--- src/rtl/srpt_rank_calc.sv ---
// SRPT rank calculator: per-flow remaining-bytes table feeding
// rank_pipe insert requests through a one-entry output register.
module srpt_rank_calc #(
  parameter int NUM_FLOWS_BITS = 4,
  parameter int LEN_WIDTH      = 16,
  parameter int SIZE_WIDTH     = 32,
  parameter int RANK_WIDTH     = 16,
  parameter int META_WIDTH     = 16,
  parameter int RANK_CODE_BITS = 2,
  parameter logic [RANK_CODE_BITS-1:0] SRPT_OP = RANK_CODE_BITS'(0),
  parameter logic [RANK_CODE_BITS-1:0] FIFO_OP = RANK_CODE_BITS'(1)
) (
  input  logic                      clk,
  input  logic                      rst,
  input  logic                      in_valid,
  output logic                      in_ready,
  input  logic [NUM_FLOWS_BITS-1:0] in_flow_id,
  input  logic [LEN_WIDTH-1:0]      in_pkt_len,
  input  logic [SIZE_WIDTH-1:0]     in_flow_size,
  input  logic                      in_first,
  input  logic                      in_last,
  input  logic [META_WIDTH-1:0]     in_meta,
  input  logic                      busy,
  output logic                      insert,
  output logic [META_WIDTH-1:0]     meta_out,
  output logic [RANK_CODE_BITS-1:0] rank_op_out,
  output logic [RANK_WIDTH-1:0]     srpt_rank_out,
  output logic [15:0]               err_count
);

  localparam int NF = 1 << NUM_FLOWS_BITS;
  localparam logic [SIZE_WIDTH-1:0] RMAX =
    SIZE_WIDTH'({RANK_WIDTH{1'b1}});

  logic [SIZE_WIDTH-1:0]     rem_q [NF];
  logic [SIZE_WIDTH-1:0]     rem_d [NF];
  logic [NF-1:0]             vld_q, vld_d;
  logic                      pend_q, pend_d;
  logic [META_WIDTH-1:0]     meta_q, meta_d;
  logic [RANK_CODE_BITS-1:0] op_q, op_d;
  logic [RANK_WIDTH-1:0]     rank_q, rank_d;
  logic [15:0]               err_q, err_d;

  logic                      accept;
  logic                      known;
  logic [SIZE_WIDTH-1:0]     base;
  logic [SIZE_WIDTH-1:0]     len_ext;
  logic [SIZE_WIDTH-1:0]     rem_nxt;

  assign insert        = pend_q & ~busy;
  assign in_ready      = ~pend_q | ~busy;
  assign accept        = in_valid & in_ready;
  assign meta_out      = meta_q;
  assign rank_op_out   = op_q;
  assign srpt_rank_out = rank_q;
  assign err_count     = err_q;

  // Rank lookup, table update and output-register next state
  always_comb begin
    rem_d   = rem_q;
    vld_d   = vld_q;
    pend_d  = pend_q;
    meta_d  = meta_q;
    op_d    = op_q;
    rank_d  = rank_q;
    err_d   = err_q;
    base    = in_first ? in_flow_size : rem_q[in_flow_id];
    known   = in_first | vld_q[in_flow_id];
    len_ext = SIZE_WIDTH'(in_pkt_len);
    rem_nxt = (in_last || base < len_ext) ? '0 : base - len_ext;
    if (accept) begin
      pend_d = 1'b1;
      meta_d = in_meta;
      if (known) begin
        op_d   = SRPT_OP;
        rank_d = (base > RMAX) ? '1 : base[RANK_WIDTH-1:0];
        rem_d[in_flow_id] = rem_nxt;
        vld_d[in_flow_id] = ~in_last;
      end else begin
        op_d   = FIFO_OP;
        rank_d = '1;
        if (err_q != 16'hFFFF) err_d = err_q + 16'd1;
      end
    end else if (insert) begin
      pend_d = 1'b0;
    end
  end

  // State registers with synchronous reset
  always_ff @(posedge clk) begin
    if (rst) begin
      rem_q  <= '{default: '0};
      vld_q  <= '0;
      pend_q <= 1'b0;
      meta_q <= '0;
      op_q   <= '0;
      rank_q <= '0;
      err_q  <= '0;
    end else begin
      rem_q  <= rem_d;
      vld_q  <= vld_d;
      pend_q <= pend_d;
      meta_q <= meta_d;
      op_q   <= op_d;
      rank_q <= rank_d;
      err_q  <= err_d;
    end
  end

endmodule

--- config.mk ---
export PLATFORM = sky130hd
export DESIGN_NAME = srpt_rank_calc
export DESIGN_NICKNAME = d
export VERILOG_FILES = /design/src/rtl/srpt_rank_calc.sv
export SDC_FILE = /design/constraint.sdc
export NUM_CORES = 1
export LEC_CHECK = 0
export ABC_AREA = 1
export CAP_MARGIN = 20
export CELL_PAD_IN_SITES_DETAIL_PLACEMENT = 1
export CELL_PAD_IN_SITES_GLOBAL_PLACEMENT = 2
export CORE_MARGIN = 1
export CORE_UTILIZATION = 35
export CTS_CLUSTER_SIZE = 20
export DETAILED_ROUTE_END_ITERATION = 6
export PLACE_DENSITY = 0.86
export RECOVER_POWER = 100
export SETUP_SLACK_MARGIN = 0.3
export SLEW_MARGIN = 20
export SYNTH_ARGS = -nofsm -noshare
export SYNTH_HDL_FRONTEND = slang
export SYNTH_SLANG_ARGS = --single-unit
export TNS_END_PERCENT = 100
--- constraint.sdc ---
create_clock -name clk -period 6.2 [get_ports clk]
set_input_delay 1.24 -clock clk [delete_from_list [all_inputs] [get_ports clk]]
set_output_delay 1.24 -clock clk [all_outputs]
set_load 0.05 [all_outputs]
# Word-level counts from Yosys, hierarchy flattened
# Cells that the tools add are included.
[op_classes]
addsub = 2
n_lt_le_gt_ge = 6
eq_ne = 1
muxes = 18
n_bitwise = 9
reduce_logical = 6
[ops]
columns = ["cell", "count"]
rows = [
  ["512-bit bitwise mux", 1],
  ["32-bit 2-to-1 mux", 5],
  ["32-bit binary-select mux with 4-bit select", 1],
  ["32-bit demux with 4-bit select", 1],
  ["32-bit by 16-bit greater-than comparator with 1-bit output (second input constant)", 1],
  ["32-bit by 16-bit less-than comparator with 1-bit output", 1],
  ["16-bit 2-to-1 mux", 2],
  ["32-bit by 16-bit subtractor with 32-bit output", 1],
  ["16-bit by 1-bit adder with 16-bit output (second input constant)", 1],
  ["16-bit bitwise mux", 1],
  ["16-bit != test (second input constant)", 1],
  ["5-bit >= comparator (second input constant)", 1],
  ["4-bit by 5-bit less-than comparator with 1-bit output (second input constant)", 1],
  ["5-bit by 1-bit less-than comparator with 1-bit output (second input constant)", 1],
  ["1-bit 2-to-1 mux", 5],
  ["4-bit inverter with 5-bit output", 1],
  ["1-bit binary-select mux with 4-bit select", 1],
  ["1-bit demux with 4-bit select", 1],
  ["4-bit by 1-bit >= comparator with 1-bit output (second input constant)", 1],
  ["1-bit inverter", 4],
  ["3-bit AND reduction", 1],
  ["1-bit bitwise AND", 2],
  ["1-bit logical AND", 2],
  ["1-bit bitwise OR", 2],
  ["3 further kinds", 3],
]
[totals]
register_bits = 579
in_bits = 74
out_inout_bits = 52
elab_cells = 64

# Depth between registers and ports, before layout
[depth]
ltp_word = 9
mapped_depth = 29
depth_no_buf = 25

# Worst setup path after synthesis
# OpenSTA, ideal clock, no wires.
[synth_timing]
path_type = "input to register"
start = "input in_flow_id[0]"
end = "register rem_q[346] (netlist bit)"
setup_ns = 0.064
arrival_time_ns = 5.004
t_required_ns = 6.136
path_slack_ns = 1.132
stages = 27
n_path_buf = 6
path_cell_list = "buf_6 > nor2_2 > buf_2 > buf_2 > buf_1 > buf_1 > a22oi_1 > a21oi_1 > nor2_1 > o2bb2ai_1 > ha_1 > fa_1 > inv_1 > nand3_1 > nand2_1 > a21o_1 > inv_1 > o21ai_0 > nand2_1 > nand4_1 > nor2_1 > nand3b_1 > nand2_1 > nor2_2 > buf_4 > nor2_1 > nor2_1"
[synth_via]
elab_chain_cells = 9
elab_cells_between_ends = 19
cone_classes = "add/sub: 1; order compare: 3; mux: 10; bitwise: 2; reduce/logical: 3"
[synth_rtl]
columns = ["element", "line_no", "rtl"]
rows = [
  ["from (decl)", "17", "input logic [NUM_FLOWS_BITS-1:0] in_flow_id,"],
  ["4-bit inverter with 5-bit output (implied by the code)", "67, 77", ""],
  ["32-bit binary-select mux with 4-bit select", "67", "base = in_first ? in_flow_size : rem_q[in_flow_id];"],
  ["32-bit 2-to-1 mux (implied by the code) (2 in series)", "67", ""],
  ["32-bit 2-to-1 mux", "67", ""],
  ["32-bit by 16-bit less-than comparator with 1-bit output", "70", "rem_nxt = (in_last || base < len_ext) ? '0 : base - len_ext;"],
  ["1-bit logical OR", "70", ""],
  ["32-bit 2-to-1 mux", "70", ""],
  ["512-bit bitwise mux", "77", "rem_d[in_flow_id] = rem_nxt;"],
  ["to (signal assigned)", "100", "rem_q <= rem_d;"],
  ["to (decl)", "35", "logic [SIZE_WIDTH-1:0] rem_q [NF];"],
]
# Parallel ways exist; a longest one is shown, timed or not. The select of a mux whose other input is x is not followed.
# A chain may end at the register's enable or synchronous reset.

# Final worst setup path
[layout_timing]
start = "input in_flow_id[0]"
end = "register rem_q[447] (netlist bit)"
# The elaborated chain is that of the path after synthesis.

==> flow_summary.json <==
{
  "outcome": "complete, but fails checks",
  "violations": "capacitance limit, slew limit",
  "worstPathRequired_ns": 6.73,
  "muxShareOfSynthArea_pct": 0,
  "syn-num-nets": 3620,
  "cts_root_buf": "clkbuf_16",
  "dpl_cell_area_um2": 28000,
  "grt_first_pass_wirelength_mm": 148,
  "die_w_um": 274,
  "critPathArrivalTime_ns": 6.18,
  "fin_crit_sh_pct": 91.1,
  "rows": 99,
  "clkSlewWorstSetupHoldPaths_ns": 0.06,
  "ys.flop_type": "dfxtp_1",
  "place.gp.congestion": 0.843,
  "synth_top_family_by_area": "compound AO/OA/AOI/OAI gates",
  "ys_seq_elements": 578,
  "rsz0062_at_grt": "no",
  "grt_pass1_vias": 24632,
  "synthArstFlopShare_pct": 0,
  "crit_type": "in2reg",
  "seq_power_share_pct": 44.0,
  "wl_mm": 96.4,
  "critPathSlowestCell": "nor2_4",
  "synth_area_um2": 25800,
  "cts_hold_buf": 0,
  "total_power_mw": 8.65,
  "power_density_nw_per_um2": 288,
  "yosysTopAreaCell": "dfxtp_1",
  "clock_power_share_pct": 45.8,
  "synthSimpleGateAreaFrac_pct": 19.1,
  "cts_buffer_depth": 3,
  "hold_viol": 0,
  "place_ws_ns": 0.263,
  "areaGrowthSynthToFinish_pct": 16.5,
  "drt_iter0_drc": 1641,
  "num_io_pins": 126,
  "cts-resized-gates": 0,
  "vias": 24824,
  "postSynthCellCount": 3527,
  "drc_errors": 0,
  "worst_slew_margin_rel_pct": -81.9,
  "antenna_left": 0,
  "worst_pin_slew_ns": 2.72,
  "grt_usage_pct": 25.3,
  "hold_class": "reg2reg",
  "timing.final.ws_setup_ns": 0.550,
  "fin_crit_ns": 5.65,
  "slowest_delay_ns": 0.60,
  "cts_setup_buffers": 0,
  "die_y_um": 274,
  "skew_ns": 0.0317,
  "grt_start_max_net_pins": 167,
  "cap_violations": 1,
  "worst-path-max-fanout": 22,
  "dp.cells": 4435,
  "start_util_pct": 35.4,
  "critPathMostFrequentCell": "a21oi_1",
  "fin_util_pct": 41.2,
  "cts_tree": "yes",
  "nNetsFinal": 3638,
  "peakVddDrop_uv": 192,
  "synthXorXnorAreaFrac_pct": 0.305,
  "netlist_top_cells_area": "dfxtp_1, o21ai_0, nand2_1",
  "intPower_mw": 6.30,
  "worst_hold_slack_ns": 0.459,
  "antenna_cells": 0,
  "yosysSeqAreaShare_pct": 44.8,
  "fin_area_um2": 30100,
  "antenna_found_initial": 0,
  "fmax_mhz": 177,
  "yosysWarnings": 0,
  "synth_cell_types": 47,
  "h-tree-depth": 3,
  "endpoint_kind": "register",
  "p_sw_share_pct": 27.1,
  "cp-start-kind": "primary input",
  "slew_viol_final": 163,
  "p_sw_mw": 2.34,
  "synth_edf_count": 0,
  "path_cells": "clkbuf_1, nor2_4, buf_4, a22oi_1, a21oi_1, nor3_1, a31oi_1, ha_1, a21oi_1, o21ai_0, a21oi_1, nand2_1, inv_1, nor2_1, nor2_1, buf_4, nand2_1, nand2_1, nand3_1, a21oi_1",
  "final_cells": 4555,
  "leakage_nw": 12.2,
  "die_area_um2": 74800,
  "io_buffers": 124,
  "gr-total-overflow": 0,
  "finalSetupViolCount": 0,
  "drt_pass1_iterations": 7,
  "synthAdderAreaFrac_pct": 0.950,
  "core_region_area_um2": 73000,
  "syn_avg_cell_area_um2": 7.32,
  "yosys.cell_count.top_type": "nand2_1",
  "clkLatencyLatePin_ns": 0.63,
  "pwr-share-comb_pct": 10.2,
  "wire_per_inst_um": 21.2,
  "synthTopCellsByCount": "nand2_1, o21ai_0, dfxtp_1",
  "synth_compound_area_share_pct": 27.2,
  "finalSetupTns_ns": 0,
  "drive_gt1_share_pct": 7.90,
  "cts-buffers-inserted": 67,
  "numClockSinks": 578,
  "viasPerCell": 5.45,
  "synth_top_cell_area_share_pct": 44.8,
  "place_hpwl_mm": 59.6
}
-- placed cells by master (no fill, tap or decap), types with 18 or more instances in the layout --
master	n
a21o_1	25
a21oi_1	485
a22oi_1	122
buf_12	25
buf_4	78
clkbuf_1	18
clkbuf_16	69
clkdlybuf4s50_1	69
dfxtp_1	578
dlygate4sd3_1	53
ha_1	18
inv_1	128
inv_2	18
nand2_1	694
nand3_1	60
nor2_1	348
o21ai_0	593
-- metal layers --
layer / share of wire (%) / GRT usage [%] / vias to the layer above
li1: - / - / 11950
met1: 46 / 33.6 / 12202
met2: 47 / 42.1 / 505
met3: 3.7 / 3.30 / 167
met4: 3.6 / 8.84 / 0
met5: 0 / 0 / -
-- flip-flops by register name, indices dropped and copies added (netlist names) --
register       count
meta_out          16
err_count         16
vld_q             16
srpt_rank_out     16
rank_op_out        1
rem_q            512
pend_q             1
-- critical path: cells and delay by family --
kind / cells / cell delay (ns)
AO/OA/AOI/OAI: 7 / 1.83
buffers and inverters: 4 / 0.96
adder cells (fa/ha/maj): 1 / 0.38
AND/OR/NAND/NOR: 8 / 1.72
-- area by class of cell --
type | count | area [um2]
fill | 8986 | 42900
multi-input combinational | 2514 | 12200
sequential | 578 | 11600
timing repair buffer | 235 | 2350
clock buffer | 92 | 1930
tap | 959 | 1200
inverter | 149 | 564
clock inverter | 28 | 240
-- path summary, 6_finish.rpt --
check,cells after the start,to,slack [ns],start
setup / recovery,20,rem_q[447],0.55,in_flow_id[0]
hold / removal,2,vld_q[2],0.46,vld_q[2]
setup reg to reg,20,rem_q[447],1.94,rem_q[9]
hold reg to reg,2,vld_q[2],0.46,vld_q[2]
-- power groups by stage --
stage	clock network (mW)	registers (mW)	logic [mW]
after floorplan	0	3.94	0.499
after global placement	0	3.89	0.887
after detailed placement	0	3.89	0.894
after CTS	4.04	3.81	0.897
after global routing	4.18	3.81	0.946
final	3.96	3.81	0.881
-- kinds of logic (layout without fill, tap and decap cells) --
group,Yosys count,after routing
fa+ha+maj,19,19
other cells,1,1
flops,578,578
buf+inv,435,504
compound gates,1291,1291
xor+xnor,9,9
simple gates,1194,1194
No activity file was read; power rests on OpenSTA's default activity.
